**src/rtl/if_stage_pkg.sv**
```systemverilog
// ============================================================================
// Module  : if_stage_pkg
// Brief   : Shared bus widths, constants and FSM encoding for the fetch stage.
// Revision: 1.0 - initial release
// ============================================================================
`default_nettype none

package if_stage_pkg;

    localparam int INST_ADDR_W = 32;
    localparam int INST_DATA_W = 32;
    localparam int STALL_W     = 6;

    typedef logic [INST_ADDR_W-1:0] inst_addr_t;
    typedef logic [INST_DATA_W-1:0] inst_data_t;
    typedef logic [STALL_W-1:0]     stall_t;

    localparam logic [31:0] ZERO_WORD    = 32'h0000_0000;
    localparam logic        CHIP_ENABLE  = 1'b1;
    localparam logic        CHIP_DISABLE = 1'b0;
    localparam logic        RST_ENABLE   = 1'b0;
    localparam logic        RST_DISABLE  = 1'b1;
    localparam logic        STOP         = 1'b1;
    localparam logic        NO_STOP      = 1'b0;

    typedef enum logic [0:0] {
        ST_IDLE = 1'b0,
        ST_RUN  = 1'b1
    } fetch_state_e;

endpackage

`default_nettype wire

```
**src/rtl/if_stage_if_id.sv**
```systemverilog
// ============================================================================
// Module  : if_stage_if_id
// Brief   : IF/ID pipeline register with flush, bubble and hold handling.
// Revision: 1.0 - initial release
// ============================================================================
`default_nettype none

module if_stage_if_id
    import if_stage_pkg::*;
(
    input  logic       clk,
    input  logic       rst,
    input  logic       i_ce,
    input  logic       i_stall_if,
    input  logic       i_stall_id,
    input  logic       i_flush,
    input  inst_addr_t i_if_pc,
    input  inst_data_t i_if_inst,
    output inst_addr_t o_id_pc,
    output inst_data_t o_id_inst,
    output logic       o_id_fetch_exc
);

    inst_addr_t r_id_pc;
    inst_data_t r_id_inst;
    logic       r_id_fetch_exc;
    logic       w_misaligned;

    assign w_misaligned = (i_if_pc[1:0] != 2'b00);

    always_ff @(posedge clk) begin
        if (rst == RST_ENABLE) begin
            r_id_pc        <= ZERO_WORD;
            r_id_inst      <= ZERO_WORD;
            r_id_fetch_exc <= 1'b0;
        end else if (i_flush) begin
            r_id_pc        <= ZERO_WORD;
            r_id_inst      <= ZERO_WORD;
            r_id_fetch_exc <= 1'b0;
        end else if (i_stall_if == STOP && i_stall_id == NO_STOP) begin
            // IF stalled but ID advancing: hand ID a bubble.
            r_id_pc        <= ZERO_WORD;
            r_id_inst      <= ZERO_WORD;
            r_id_fetch_exc <= 1'b0;
        end else if (i_stall_if == NO_STOP) begin
            r_id_pc        <= i_if_pc;
            r_id_fetch_exc <= w_misaligned;
            r_id_inst      <= (w_misaligned || i_ce == CHIP_DISABLE) ? ZERO_WORD : i_if_inst;
        end
    end

    assign o_id_pc        = r_id_pc;
    assign o_id_inst      = r_id_inst;
    assign o_id_fetch_exc = r_id_fetch_exc;

endmodule

`default_nettype wire

```
**src/rtl/if_stage.sv**
```systemverilog
// ============================================================================
// Module  : if_stage
// Brief   : Instruction fetch: PC register, ROM enable FSM and IF/ID register.
// Revision: 1.0 - initial release
// ============================================================================
`default_nettype none

module if_stage
    import if_stage_pkg::*;
#(
    parameter logic [31:0] RESET_PC = 32'h0000_0000
) (
    input  logic        clk,
    input  logic        rst,
    input  logic [5:0]  stall,
    input  logic        flush,
    input  logic [31:0] new_pc,
    input  logic        branch_flag_i,
    input  logic [31:0] branch_target_address_i,
    output logic        rom_ce,
    output logic [31:0] rom_addr,
    input  logic [31:0] rom_inst,
    output logic [31:0] id_pc,
    output logic [31:0] id_inst,
    output logic        id_fetch_exc
);

    fetch_state_e r_state;
    fetch_state_e w_state_next;
    logic         r_ce;
    logic         w_ce_next;
    inst_addr_t   r_pc;
    inst_addr_t   w_pc_next;
    logic         w_unused_stall;

    assign w_unused_stall = ^stall[5:3];

    always_ff @(posedge clk) begin
        if (rst == RST_ENABLE) begin
            r_state <= ST_IDLE;
            r_ce    <= CHIP_DISABLE;
            r_pc    <= RESET_PC;
        end else begin
            r_state <= w_state_next;
            r_ce    <= w_ce_next;
            r_pc    <= w_pc_next;
        end
    end

    always_comb begin
        w_state_next = r_state;
        w_ce_next    = r_ce;
        w_pc_next    = r_pc;
        case (r_state)
            ST_IDLE: begin
                w_state_next = ST_RUN;
                w_ce_next    = CHIP_ENABLE;
            end
            ST_RUN: begin
                w_ce_next = CHIP_ENABLE;
                // Branch redirects only the next fetch; the delay slot at r_pc still issues.
                if (flush) begin
                    w_pc_next = new_pc;
                end else if (stall[0] == STOP) begin
                    w_pc_next = r_pc;
                end else if (branch_flag_i) begin
                    w_pc_next = branch_target_address_i;
                end else begin
                    w_pc_next = r_pc + 32'd4;
                end
            end
            default: begin
                w_state_next = ST_IDLE;
                w_ce_next    = CHIP_DISABLE;
            end
        endcase
    end

    assign rom_ce   = r_ce;
    assign rom_addr = r_pc;

    if_stage_if_id u_if_id (
        .clk            (clk),
        .rst            (rst),
        .i_ce           (r_ce),
        .i_stall_if     (stall[1]),
        .i_stall_id     (stall[2]),
        .i_flush        (flush),
        .i_if_pc        (r_pc),
        .i_if_inst      (rom_inst),
        .o_id_pc        (id_pc),
        .o_id_inst      (id_inst),
        .o_id_fetch_exc (id_fetch_exc)
    );

endmodule

`default_nettype wire

```
**config.mk**
```make
export PLATFORM = sky130hd
export DESIGN_NAME = if_stage
export DESIGN_NICKNAME = d
export VERILOG_FILES = /design/src/rtl/if_stage_pkg.sv /design/src/rtl/if_stage_if_id.sv /design/src/rtl/if_stage.sv
export SDC_FILE = /design/constraint.sdc
export NUM_CORES = 1
export LEC_CHECK = 0
export CAP_MARGIN = 20
export CORE_MARGIN = 2
export CORE_UTILIZATION = 42
export DETAILED_ROUTE_END_ITERATION = 8
export PLACE_DENSITY = 0.86
export SYNTH_ARGS = -nofsm -noshare
export SYNTH_HDL_FRONTEND = slang
export SYNTH_SLANG_ARGS = --single-unit
```
**constraint.sdc**
```tcl
create_clock -name clk -period 2.2 [get_ports clk]
set_input_delay 0.44 -clock clk [delete_from_list [all_inputs] [get_ports clk]]
set_output_delay 0.44 -clock clk [all_outputs]
set_load 0.02 [all_outputs]
```
# After elaboration in Yosys (flattened, before gate mapping)
# Cells that the tools add are included.
word_totals:
  ff_bits: 98
  latch_bits: 0
  mem_bits_rw: 0
  romBits: 0
  word_cells: 20
  memories: 0
classes:
  add_sub_neg: 1
  n_mul: 0
  div_mod_pow: 0
  order_cmp: 0
  eq_ne: 1
  n_shift: 0
  muxes: 5
  bitwise_logic: 3
  reduce_logical: 5
ops:
  columns: ["cell", "count"]
  rows:
  - ["$mux W32", 4]
  - ["$add A32 B3 Y32 const B", 1]
  - ["$not A1 Y1", 3]
  - ["$reduce_or A3 Y1", 1]
  - ["$ne A2 B1 Y1 const B", 1]
  - ["$reduce_and A2 Y1", 1]
  - ["$reduce_bool A2 Y1", 1]
  - ["$logic_and A1 B1 Y1", 1]
  - ["$logic_or A1 B1 Y1", 1]
  - ["$mux W1", 1]

# Longest topological paths before layout
depth:
  depth_word: 4
  mapped_depth: 7
  ltp_nobuf: 6

# Modules after synthesis
# Synthesis repeated with hierarchy kept, for this count alone.
unflattened:
  hier_cells: 523
  hier_area_um2: 4539.4
by_module_without_submodules:
  columns: ["module", "n_inst", "cells_per_inst", "area_per_inst_um2", "seq_area_each_um2"]
  rows:
  - ["if_stage_if_id", 1, 217, 2272.2, 1301.2]
  - ["if_stage", 1, 306, 2267.2, 660.6]

# Worst setup path after synthesis
# Ideal clock, no wire load.
synth_path:
  path_kind: "register to register"
  startpoint: "register r_pc[2] (netlist: rom_addr[2])"
  endpoint: "register r_pc[20] (netlist: rom_addr[20])"
  setup_ps: 146
  t_arrival_ps: 1772
  required_ps: 2054
  slack_ps: 283
  path_stages_with_launch: 8
  n_path_buf: 1
  path_cell_list: "dfxtp_1 ha_1 nand4_1 nor2_1 clkbuf_1 nand3_1 o211ai_1 o311ai_0"
synth_between:
  elab_chain_len: 4
synth_lines:
  columns: ["element", "line_no", "text"]
  rows:
  - ["start, declared", "if_stage.sv:32", "inst_addr_t r_pc;"]
  - ["start signal, assigned", "if_stage.sv:46", "r_pc <= w_pc_next;"]
  - ["$add A32 B3 Y32", "if_stage.sv:69", "w_pc_next = r_pc + 32'd4;"]
  - ["$mux W32", "if_stage.sv:66", "end else if (branch_flag_i) begin"]
  - ["$mux W32", "if_stage.sv:64", "end else if (stall[0] == STOP) begin"]
  - ["$mux W32", "if_stage.sv:62", "if (flush) begin"]
# No other way between the ends. The select of a mux whose other input is x is not followed.
# A chain may end at the register's enable or synchronous reset.

# Worst setup path in the final report
layout_path:
  startpoint: "register r_pc[13] (netlist: rom_addr[13])"
  endpoint: "output rom_addr[13]"
layout_rtl:
  columns: ["element", "line_no", "text"]
  rows:
  - ["end, declared", "if_stage.sv:21", "output logic [31:0] rom_addr,"]
# No word-level cell between the ends.

==> out/metrics.yaml <==
status: "complete, no violations"
yosys.cell_types.count: 52
maxCapViolations: 0
post_dp_cell_area_um2: 6840
post-cts-setup-buffer-count: 0
synth-edff-count: 0
gp_congestion: 0.924
path_type_of_the_worst_min_delay_path: "input port to register"
leakagePower_uw: 0.00262
criticalPathCategory: "register to output port"
drt_first_iter_violations: 489
initial_core_util_pct: 43.2
post_route_cells_drive_above_1_share_pct: 9.34
maxClockFrequency_ghz: 0.490
synth.yosys.seq_area_share_pct: 44.0
critical_path.slowest_cell: "clkdlybuf4s50_1"
path_cells: "buf_4 > clkdlybuf4s50_1"
ant_nets: 0
report.power.total_uw: 3900
clk_latency_ns: 0.37
diodes: 0
setup_viol: 0
die_height_um: 107
synth-seq-cells: 98
grt_pass1_wl_um: 23700
pin_count_of_the_biggest_net_entering_global_routing: 65
via_count: 4975
die_width_um: 107
ir_drop_mv: 0.285
tritoncts: "done"
startpoint_type: "register"
grt_pass1_vias: 4662
crit_path_max_incr_delay_ns: 0.65
port_buffers: 200
standard_cell_row_count: 37
post-place-ws_ns: -0.154
critical_path.n_buffers_inverters: 2
worstPathMaxFanout: 6
postRouteWirelength_um: 15300
grt_usage_pct: 26.2
final_hold_viol_count: 0
layout.nets: 841
area_delta_synth_final_pct: 58.2
cts-buffers-inserted: 9
fin_crit_sh_pct: 92.7
yosysWarningCount: 0
post-route-util_pct: 68.3
slew_viol_final: 0
timing_worst_slew_pin_value_ns: 0.621
timing.critical_path.arrival_ns: 1.60
post_synth_inst_count: 520
place.detailed.hpwl_um: 11400
unrepaired_setup_endpoints_after_global_routing: "no"
cts_max_level: 3
fraction_of_synthesis_flops_using_an_asynchronous_set_or_reset_pin_pct: 0
design.core.area_um2: 10300
routed_wire_length_per_instance_um: 17.5
root_buffer: "clkbuf_8"
final_critical_path_setup_slack_ns: 0.161
die-area_um2: 11400
sink_count: 98
drt_pre_antenna_iters: 8
syn_area_um2: 4460
drt_drc_violations_left: 0
postSynth.topFlopCell: "dfxtp_1"
finalClockSkew_ns: 0.0124
grt_remaining_overflow: 0
synthesis.area_per_instance_um2: 8.57
syn-num-nets: 627
detail_route.vias_per_cell: 5.69
boundaryPins: 204
hold_ws_ns: 0.420
cp-end-kind: "output port"
cp.required_ns: 1.76
cts.path.max_buffers: 2
slew-limit-headroom_pct: 58.5
total_power_divided_by_cell_area_nw_per_um2: 554
finalCriticalPeriod_ns: 2.04
critPathTopFamily: "buffers and inverters"
grt_antenna_before_repair: 0
clock_pin_slew_worst_setup_and_hold_paths_ns: 0.09
post_layout_instance_area_um2: 7050
## tightest hold or removal path, stage by stage
cell and delay [ns]:
buf_2 0.13, inv_1 0.09, a311oi_1 0.08
## state kept, by name, indices dropped and copies added, names as in the netlist
signal and count:
rom_addr 32, rom_ce 1, u_if_id.o_id_fetch_exc 1, u_if_id.o_id_inst 32, u_if_id.o_id_pc 32
## cell type report
type,count,area (um2)
fillers,829,3280
repair buffers,243,2360
multi-input cells,370,2310
flip-flops and latches,98,1960
well taps,136,170
clock buffers,12,155
clock inverters,4,50.0
inverters,12,45.0
## placed cells by master (no fill, tap or decap), drive strengths merged, types with 3 or more instances in the layout
| cell type | n |
|---|---|
| nor4 | 4 |
| nor2 | 94 |
| and3 | 5 |
| a221o | 5 |
| buf | 44 |
| a222oi | 7 |
| a2bb2oi | 3 |
| nand3 | 18 |
| dfxtp | 98 |
| o21ai | 28 |
| nor3 | 3 |
| inv | 12 |
| clkbuf | 12 |
| nand2 | 29 |
| mux2i | 36 |
| a22oi | 40 |
| a21oi | 18 |
| o211ai | 12 |
| a21o | 3 |
| nand4 | 13 |
| nor2b | 3 |
| clkdlybuf4s50 | 199 |
| o22ai | 6 |
| a31oi | 9 |
| a22o | 5 |
| o311ai | 5 |
## path summary, 6_finish.rpt
check / from / end / slack, ns / cells after the start
hold reg to reg: u_if_id.o_id_fetch_exc / u_if_id.o_id_fetch_exc / 0.50 / 2
hold / removal: stall[1] / u_if_id.o_id_fetch_exc / 0.42 / 3
setup / recovery: rom_addr[13] / rom_addr[13] / 0.16 / 2
setup reg to reg: rom_addr[2] / rom_addr[30] / 0.24 / 7
## routing by layer
metal / wire length, um / vias to the layer above / track usage [%]
met5: 0 / - / 0
met4: 238 / 0 / 9.46
met3: 1360 / 21 / 6.08
met2: 7510 / 277 / 44.0
met1: 6220 / 2325 / 32.8
li1: - / 2352 / -
## timing repair
action / in CTS / in global routing
gates resized for setup: 0 / 1
endpoints found under the setup margin: 0 / 1
hold buffers: 0 / 0
## through the flow
| stage | cells | setup TNS, ns |
|---|---|---|
| CTS | 875 | 0 |
| global placement | 859 | -0.0733 |
| floorplan | 520 | 0 |
| detailed placement | 859 | -0.572 |
| global route | 875 | 0 |
| finish | 875 | 0 |
## synthesized netlist by cell type (3+ instances only)
| library cell | count | area [um2] |
|---|---|---|
| dfxtp_1 | 98 | 1960 |
| nor2_1 | 93 | 349 |
| a22oi_1 | 40 | 300 |
| mux2i_1 | 36 | 360 |
| nand2_1 | 29 | 109 |
| clkbuf_1 | 28 | 105 |
| o21ai_0 | 28 | 140 |
| a21oi_1 | 18 | 90.1 |
| nand3_1 | 17 | 85.1 |
| inv_1 | 12 | 45.0 |
| nand4_1 | 12 | 75.1 |
| o211ai_1 | 12 | 90.1 |
| a31oi_1 | 9 | 56.3 |
| buf_1 | 9 | 33.8 |
| a222oi_1 | 7 | 70.1 |
| o22ai_1 | 6 | 37.5 |
| a221o_1 | 5 | 50.1 |
| a22o_1 | 5 | 43.8 |
| o311ai_0 | 5 | 43.8 |
| and3_1 | 4 | 25.0 |
| a21o_1 | 3 | 22.5 |
| a2bb2oi_1 | 3 | 26.3 |
| nor2b_1 | 3 | 18.8 |
| nor3_1 | 3 | 15.0 |
| nor4_1 | 3 | 18.8 |
## power by group
| group | internal, uW | switching [uW] |
|---|---|---|
| combinational | 422 | 369 |
| clock | 587 | 627 |
| sequential | 1830 | 69.6 |
## kinds of logic (layout without fill, tap and decap cells)
kind of cell | count (synthesis) | after routing | share of synthesized area (%)
compound gates | 155 | 155 | 24.6
fa+ha+maj | 1 | 1 | 0.281
buf+inv | 52 | 271 | 4.46
flops | 98 | 98 | 44.0
mux | 36 | 36 | 8.09
simple gates | 178 | 178 | 18.6
Power figures use the tool's default switching activity.
